<file path="src/rtl/skew_feed_ctrl.sv">
// skew_feed_ctrl: reads one tile of vectors into the skew bank, then flushes it with zero vectors
module skew_feed_ctrl #(
   parameter int N       = 4,
   parameter int ADDR_W  = 8,
   parameter int DRAIN_W = 4
) (
   input  logic              clk,
   input  logic              rst,
   input  logic              start,
   input  logic [ADDR_W-1:0] k_len,
   input  logic [ADDR_W-1:0] base,
   input  logic              stall,
   input  logic              abort,
   output logic              rd_en,
   output logic [ADDR_W-1:0] rd_addr,
   output logic              skew_en,
   output logic              zero_sel,
   output logic              busy,
   output logic              done
);
   typedef enum logic [1:0] {IDLE, FEED, DRAIN, DONE} state_t;
   localparam logic [DRAIN_W-1:0] DRAIN_LAST = DRAIN_W'(2 * N - 2);
   state_t state, state_nx;
   logic [ADDR_W-1:0] k_len_q, base_q, cnt;
   logic [DRAIN_W-1:0] dcnt;
   logic pend;
   // state register
   always_ff @(posedge clk or posedge rst)
      if (rst) state <= IDLE;
      else state <= state_nx;
   // next state; abort overrides everything, stall freezes all but DONE
   always_comb begin
      state_nx = state;
      if (abort) state_nx = IDLE;
      else
         case (state)
            IDLE:    if (start && !stall) state_nx = (k_len == '0) ? DONE : FEED;
            FEED:    if (!stall && cnt == k_len_q) state_nx = DRAIN;
            DRAIN:   if (!stall && dcnt == DRAIN_LAST) state_nx = DONE;
            default: state_nx = IDLE;
         endcase
   end
   // outputs; pend marks a buffer word read last cycle and not yet pushed into the bank
   always_comb begin
      rd_en    = state == FEED && cnt < k_len_q && !stall;
      rd_addr  = state == FEED ? base_q + cnt : '0;
      skew_en  = !stall && ((state == FEED && pend) || state == DRAIN);
      zero_sel = state == DRAIN;
      busy     = state != IDLE;
      done     = state == DONE;
   end
   // tile registers and progress counters
   always_ff @(posedge clk or posedge rst)
      if (rst) begin
         k_len_q <= '0;
         base_q  <= '0;
         cnt     <= '0;
         dcnt    <= '0;
         pend    <= 1'b0;
      end else if (abort) begin
         cnt  <= '0;
         dcnt <= '0;
         pend <= 1'b0;
      end else if (state == IDLE && start && !stall) begin
         k_len_q <= k_len;
         base_q  <= base;
         cnt     <= '0;
         dcnt    <= '0;
         pend    <= 1'b0;
      end else if (!stall) begin
         cnt  <= cnt + ADDR_W'(rd_en);
         pend <= rd_en;
         dcnt <= dcnt + DRAIN_W'(state == DRAIN);
      end
endmodule

</file>
<file path="config.mk">
export PLATFORM = sky130hd
export DESIGN_NAME = skew_feed_ctrl
export DESIGN_NICKNAME = d
export VERILOG_FILES = /design/src/rtl/skew_feed_ctrl.sv
export SDC_FILE = /design/constraint.sdc
export NUM_CORES = 1
export LEC_CHECK = 0
export ABC_CLOCK_PERIOD_IN_PS = 4900
export BUFFER_PORTS_ARGS = -buffer_cell sky130_fd_sc_hd__buf_2
export CORE_MARGIN = 2
export CORE_UTILIZATION = 41
export DETAILED_ROUTE_END_ITERATION = 8
export RECOVER_POWER = 100
export SYNTH_ARGS = -nofsm -noshare
export SYNTH_HDL_FRONTEND = slang
export SYNTH_SLANG_ARGS = --single-unit
</file>
<file path="constraint.sdc">
create_clock -name clk -period 4.9 [get_ports clk]
set_input_delay 0.735 -clock clk [delete_from_list [all_inputs] [get_ports clk]]
set_output_delay 0.735 -clock clk [all_outputs]
set_load 0.05 [all_outputs]
</file>
==> metrics.md <==
| Metric | Value |
|---|---|
| CTS Sinks | `31` |
| Final slew viol count | `56` |
| Avg Inst Size Synth | `10.0 sq um` |
| Top-area cell type share of the netlist area | `0.378` |
| CTS tree | `built` |
| Count leader, synth | `dfrtp_1` |
| Worst-path clk slew | `0.06 ns` |
| Crit end category | `output pin` |
| Total core area | `0.00479 sq mm` |
| FFs w/ async S/R, synth | `1.00` |
| Layout net count | `284` |
| Fillers | `477` |
| FF+latch area | `776 sq um` |
| Failing checks | `max-capacitance violations, max-slew violations` |
| Postcts setup bufs | `0` |
| Compound-cell area share of the yosys netlist | `0.139` |
| Post-synthesis sequential area ratio | `0.378` |
| Multiplexer share of the synthesized area | `0.0542` |
| Setup violators final | `0` |
| Worst hold path type | `reg -> reg` |
| Slew headroom | `-0.114` |
| Initial DRC count | `59` |
| Total gr overflow | `0` |
| H-tree Lvls | `2` |
| Synth area leader | `dfrtp_1` |
| Cells after DPL | `299` |
| Global-route wire length before repair | `7.18 mm` |
| Number of synthesized register bits | `31` |
| PnR worst setup slack | `1.66 ns` |
| Non-filler cells, final | `307` |
| Vias | `1602` |
| Number of synthesized flops with an enable pin | `0` |
| Final hold vios | `0` |
| Vias per cell | `5.22` |
| DRT Pass-1 Iters | `4` |
| Setup crit start kind | `flop` |
| Synth area leaders | `dfrtp_1, ha_1, mux2_2` |
| Max Buffers Root-to-Sink | `2` |
| Synth Area in Simple Gates | `0.185` |
| RR Endpoint | `base_q[4]` |
| Most used DFF post-synth | `dfrtp_1` |
| Die Width | `74.8 um` |
| Post-synthesis xor/xnor area fraction | `0.0426` |
| Top cells by count, synth | `dfrtp_1, ha_1, nand2_1` |
| Placed cell areas | `0.00226 sq mm` |
| Gpl congestion | `0.814` |
| FF-to-FF path depth | `5` |
| Status | `finished, violations left` |
| Max Freq | `308 MHz` |
| Port bufs | `33` |
| Worst Path Arrival | `2.51 ns` |
| YS warnings | `0` |
| Die area | `0.00559 sq mm` |
| Largest net degree at the start of global routing | `32` |
| Req. time, crit path | `4.16 ns` |
| # IOs | `34` |
| P&R area growth vs syn | `13.0%` |
| Layout cell share with drive strength beyond 1 | `0.163` |
| Worst r2r src | `state[0]` |
| Maximum VDD drop | `0.218 mV` |
| Library cells used by synthesis | `47` |
| Synth Area in Adders | `0.150` |
| Largest family of logic cells by synthesized area | `simple AND/OR/NAND/NOR gates` |
| Actual slew at the worst max-slew pin | `1.67 ns` |
| FF-to-FF setup slack | `2.32 ns` |
| Worst setup path start | `cnt[0]` |
| FP Rows | `25` |
| Post-DP HPWL | `3.22 mm` |
| Net Count, Synth | `250` |
| Resized Gates After CTS | `0` |
| Pwr per Cell Area | `478 mW/mm^2` |
| CP endpoint | `rd_addr[4]` |
| Multi-input gate area | `0.00116 sq mm` |
| Final Skew | `0.00425 ns` |
| Post-Syn Instances | `205` |
| Die height | `74.8 um` |
| Detailed-route DRC error count | `0` |
| RSZ-0062 raised after global routing | `no` |
| Clk Latency, worst-skew pair | `0.28 ns` |
| Post-DRT Antenna Nets | `0` |
| CTS buffer count | `5` |
| Final Instance Area | `0.00232 sq mm` |
| Worst-path maximum fanout | `4` |
| # hold bufs at CTS | `0` |
| MaxCap Viol Count | `2` |
| Initial core utilization | `0.429` |
| Initial antenna violation count | `0` |
| Setup TNS | `0 ns` |
| Leak pwr | `0.00111 uW` |
| All-Layer GR Usage | `0.174` |
| Crit path time final | `3.24 ns` |
| Tcrit/Tclk final | `0.662` |
| Total routed wirelength | `4.23 mm` |
| Vias in the first global route | `1535` |
| Synthesized area | `0.00205 sq mm` |
| Hold_ws | `0.482 ns` |
| Root buf cell | `clkbuf_8` |
| CP Class | `reg -> out` |
| N_diodes | `0` |
| Pre-CTS setup slack | `2.19 ns` |
| Avg WL per Cell | `13.8 um` |
## per-stage QoR
step,power [uW],utilization
after floorplan,801,-
after CTS,1140,0.493
after global routing,1200,0.485
after global placement,909,0.472
after detailed placement,917,0.472
final,1110,0.485
## worst min path at each step
stage / from / end / slack (ns) / cells past startpoint
6_report: pend / pend / 0.48 / 2
5_1_grt: pend / pend / 0.54 / 2
4_1_cts: pend / pend / 0.49 / 2
3_5_place_dp: pend / pend / 0.48 / 2
3_3_place_gp: pend / pend / 0.48 / 2
2_1_floorplan: pend / pend / 0.44 / 2
## critical path: stages, from the launching register on
cell and delay [ns]:
dfrtp_1 0.42, ha_1 0.22, fa_1 0.41, a21o_1 0.18, a21oi_1 0.26, xnor2_1 0.15
and2_1 0.13, clkbuf_1 0.46
## layout make-up
class                           count  area share
Clock buffer                        8      0.0431
Sequential cell                    31       0.334
Multi-Input combinational cell    153       0.498
Inverter                           14      0.0226
Timing Repair Buffer               34      0.0657
Tap cell                           67      0.0361
## power breakdown
group / total [uW] / switching [uW] / internal, uW
clock: 218 / 90.0 / 128
combinational: 520 / 345 / 175
sequential: 371 / 39.2 / 332
## flip-flops by register name (all words and copies together), names as in the netlist
name	cells
dcnt	4
state	2
base_q	8
pend	1
k_len_q	8
cnt	8
## layer usage
layer / share of wire / vias up / global-route usage
met5: 0 / - / 0
met4: 0.025 / 0 / 0.0774
met3: 0.039 / 9 / 0.0415
met2: 0.43 / 41 / 0.277
met1: 0.50 / 743 / 0.225
li1: - / 809 / -
## logic make-up (layout without fill, tap and decap cells)
logic type               Yosys count  count (layout)
XOR/XNOR                          10              10
flip-flops                        31              31
AND/OR/NAND/NOR                   69              69
multiplexers                      10              10
AO/OA/AOI/OAI                     40              40
buffers and inverters             21              56
adder cells (fa/ha/maj)           24              24
## cell usage in the layout (no fill, tap or decap), types with 2 or more instances in the layout
cell      count
a21o_1        2
a21oi_1       7
a22o_1        4
a31oi_1       2
and2_1        6
and3_1        3
buf_2        20
clkbuf_1     15
clkbuf_8      7
dfrtp_1      31
ha_1         23
inv_1        14
mux2_2        9
nand2_1      16
nand2b_1      3
nand3_1       2
nand3b_1      2
nand4_1       8
nor2_1       14
nor2b_1       2
nor3_1        4
nor4b_1       2
o21ai_0      11
o31ai_1       2
or3_1         3
xnor2_1       3
xor2_1        7
No activity file was read; power rests on OpenSTA's default activity.
